### src/rtl/gate_chk_sat_cnt.sv
// CNT_W-wide up counter with synchronous clear and saturation at all-ones.
module gate_chk_sat_cnt #(
    parameter int CNT_W = 8
) (
    input  logic             clk,
    input  logic             rst,
    input  logic             clr,
    input  logic             inc,
    output logic [CNT_W-1:0] cnt
);

    always_ff @(posedge clk or posedge rst) begin
        if (rst) begin
            cnt <= '0;
        end else if (clr) begin
            cnt <= '0;
        end else if (inc && (cnt != '1)) begin
            cnt <= cnt + CNT_W'(1);
        end
    end

endmodule

### config.mk
export PLATFORM = sky130hd
export DESIGN_NAME = gate_chk_sat_cnt
export DESIGN_NICKNAME = d
export VERILOG_FILES = /design/src/rtl/gate_chk_sat_cnt.sv
export SDC_FILE = /design/constraint.sdc
export NUM_CORES = 1
export LEC_CHECK = 0
export CORE_AREA = 2 2 39 41
export DETAILED_ROUTE_END_ITERATION = 16
export DIE_AREA = 0 0 41 43
export GPL_TIMING_DRIVEN = 0
export SYNTH_ARGS = -nofsm -noshare
export SYNTH_HDL_FRONTEND = slang
export SYNTH_SLANG_ARGS = --single-unit
### constraint.sdc
create_clock -name clk -period 1.7 [get_ports clk]
set_input_delay 0.34 -clock clk [delete_from_list [all_inputs] [get_ports clk]]
set_output_delay 0.34 -clock clk [all_outputs]
set_load 0.02 [all_outputs]
; Word-level counts from Yosys, hierarchy flattened
; Cells that the tools add are included.
[totals]
regBits = 8
latchBits = 0
mem_bits_rw = 0
rom_bits = 0
in_bits = 4
out_inout_bits = 8
mem_count = 0
[op_classes]
add_sub_neg = 1
n_mul = 0
n_div = 0
n_lt_le_gt_ge = 0
eq_ne = 1
shift = 0
n_mux = 2
bitwise_logic = 0
n_reduce_logical = 2
[op_table]
columns = cell, n
row1 = $mux W8, 2
row2 = $add A8 B1 Y8 const B, 1
row3 = $ne A8 B8 Y1 const B, 1
row4 = $reduce_bool A2 Y1, 1
row5 = $logic_and A1 B1 Y1, 1

; Depth between registers and ports, before layout
[logic_depth]
word_depth = 4
depth_mapped = 4

; Least setup slack after synthesis
; No wires, ideal clock.
[synth_path]
path_kind = reg-to-reg
startpoint = reg cnt[0]
endpoint = reg cnt[5]
setup_ns = 0.125
t_arrival_ns = 1.521
path_slack_ns = 0.054
path_stages_with_launch = 5
synth_period_minus_slack_ns = 1.646
cell_sequence = dfrtp_1 -> ha_1 -> and3_1 -> a211oi_2 -> mux2_4
[synth_via]
elab_chain_len = 3
[synth_rtl]
columns = item, line
row1 = from (decl), 9  ; output logic [CNT_W-1:0] cnt
row2 = from (signal assigned), 18  ; cnt <= cnt + CNT_W'(1);
row3 = $add A8 B1 Y8 / $ne A8 B8 Y1 (equally long branches), "18, 17"
row4 = $mux W8 / $logic_and A1 B1 Y1 (equally long branches), 17  ; end else if (inc && (cnt != '1)) begin
row5 = $mux W8 / $reduce_bool A2 Y1 (equally long branches), -
; Several ways; a longest one is shown, not always the timed one. The select of a mux whose other input is x is not followed.
; A chain may end at the register's enable or synchronous reset.

; Final worst setup path
; Ends and elaborated chain as after synthesis.

==> qor.csv <==
metric,value,unit
avgSynthCellArea,10.3,um^2
crit_type,flip-flop to flip-flop,
postCtsSetupBuffers,0,
port_buffers,10,
vias_per_cell,5.14,
synthDistinctLibCells,25,
initial_utilization,36.4,%
syn_to_final_growth,29.8,%
grt-ovfl-total,0,
cts_buffer_depth,2,
netlist_instances,49,
timing.max_cap.violations,0,
worst-path-stages,4,
fin_util,47.3,%
place.gp.congestion,0.727,
cp_data_required_time,1.84,ns
final_area,654,um^2
htree_levels,1,
slew_violations,0,
setup_viol_count_final,0,
yosys_warnings,0,
irDropWorstVdd,0.000266,V
synth_seq_cells,8,
powerDensity,609,nW/um^2
hold_viol_final,0,
layout_common_cells,"dfrtp_1, clkdlybuf4s50_1",
start_kind,flip-flop,
crit_slowest_cell,dfrtp_1,
ff2ff_setup_slack,0.06,ns
cts_buffers,3,
drc_errors,0,
largest_reg_flops,8,
ios,12,
hold_path_class,primary input to asynchronous set/reset pin,
worst_ep_arrival_time,1.78,ns
root_buffer,clkbuf_4,
rsz0062_at_grt,false,
postLayoutSetupSlackWorst,0.0598,ns
die_x,41,um
fp.coreArea,1380,um^2
syn_nets,54,
insertion_delay,0.25,ns
grt_pass1_wl,1640,um
firstDrtPassIters,4,
layout-drive-gt1-share,19.4,%
antenna_cells,0,
rr_worst_depth,4,
power,399,uW
top_regs,cnt: 8 flops,
num_vias,401,
drtIter0Drc,15,
fin_crit_sh,96.5,%
endpoint_kind,flip-flop,
first_global_vias,376,
routed_wirelength,954,um
power.leakage,0.346,nW
slowest_delay,0.42,ns
hpwl,707,um
syn-cell-area,504,um^2
dieArea,1760,um^2
setup-tns-final,0,ns
fmax,610,MHz
cts.sinks,8,
path_cells,"ha_1, and3_1, a211oi_2, mux2_4",
regMostFlops,cnt,
cts_hold_buf,0,
cp_top_family,flip-flops,
layout_commonest_cell,dfrtp_1,
cp_num_buf_inv,0,
outcome,"complete, no violations",
path_clk_slew,0.06,ns
fillers,147,
cts_tree,done,
num_rows,14,
slew_headroom,72.5,%
grt.total_usage,14.1,%
wl_per_cell,12.2,um
pre_cts_ws,-0.145,ns
cp_max_fo,5,
yosysSeqAreaShare,39.7,%
grt_max_degree,11,
post_dp_cell_area,624,um^2
worst_pin_slew,0.412,ns
antenna_found_initial,0,
fin_nets,69,
dieHeight,43,um
fin_crit,1.64,ns
ant_nets,0,
fin_worst_skew,0.000519,ns
==> stage by stage <==
stage,hold WS [ns],std cells
final,0.333,78
after global routing,0.392,78
after CTS,0.347,78
after detailed placement,0.582,75
after global placement,0.557,75
after floorplan,0.156,49
==> kinds of logic after synthesis <==
group,share of synthesized area (%)
adders and majority gates,2.48
AOI/OAI and AO/OA,15.6
DFF,39.7
buffers and inverters,4.47
muxes,13.9
and+or+nand+nor,23.8
==> synthesized netlist by cell type <==
master    number  area, um^2
clkbuf_1       1        3.75
nand4_1        2        12.5
and4_1         1        8.76
nor2b_1        4        25.0
nand3_1        2        10.0
buf_6          1        11.3
inv_1          2        7.51
and2b_1        1        7.51
a21oi_2        2        17.5
nor3_1         1        5.00
o21bai_1       1        7.51
a211oi_2       1        12.5
mux2i_1        1        10.0
a21boi_2       1        11.3
nand2_1        4        15.0
mux2_4         4        60.1
o311a_1        1        10.0
and3_1         1        6.26
o211a_1        1        10.0
nor2_1         4        15.0
dfrtp_1        8         200
nand2b_1       1        6.26
nand4b_1       1        8.76
ha_1           1        12.5
a21oi_1        2        10.0
==> where the power goes <==
part	switching (mW)	internal (mW)	total [mW]
Combinational	0.0244	0.0227	0.0471
Clock	0.0699	0.0812	0.151
Sequential	0.00531	0.195	0.200
==> layout make-up <==
class	instances	area, um^2	area share (%)
multi-input combinational	37	282	43.0
timing repair buffer	10	108	16.4
tap	16	20.0	3.06
buffer	2	15.0	2.29
sequential	8	200	30.6
clock buffer	3	22.5	3.44
inverter	2	7.51	1.15
==> metal layers <==
| metal | routed length [um] | global-route usage, % | up-vias |
|---|---|---|---|
| met3 | 36 | 3.14 | 2 |
| li1 | - | - | 204 |
| met1 | 460 | 19.3 | 189 |
| met4 | 9 | 10.0 | 0 |
| met2 | 448 | 18.8 | 6 |
| met5 | 0 | 0 | - |
==> worst paths after layout <==
check | start | end
max | cnt[0]$_DFFE_PP0P_ | cnt[5]$_DFFE_PP0P_
min | rst | cnt[0]$_DFFE_PP0P_
max reg2reg | cnt[0]$_DFFE_PP0P_ | cnt[5]$_DFFE_PP0P_
min reg2reg | cnt[1]$_DFFE_PP0P_ | cnt[1]$_DFFE_PP0P_
max in group asynchronous | rst | cnt[7]$_DFFE_PP0P_
min in group clk | clr | cnt[2]$_DFFE_PP0P_
==> what timing repair did <==
action,4_1_cts,5_1_grt
endpoints found under the hold margin,0,0
setup endpoints to repair,0,3
resized for setup,0,3
Note: power is estimated with default switching activity, not from simulation.
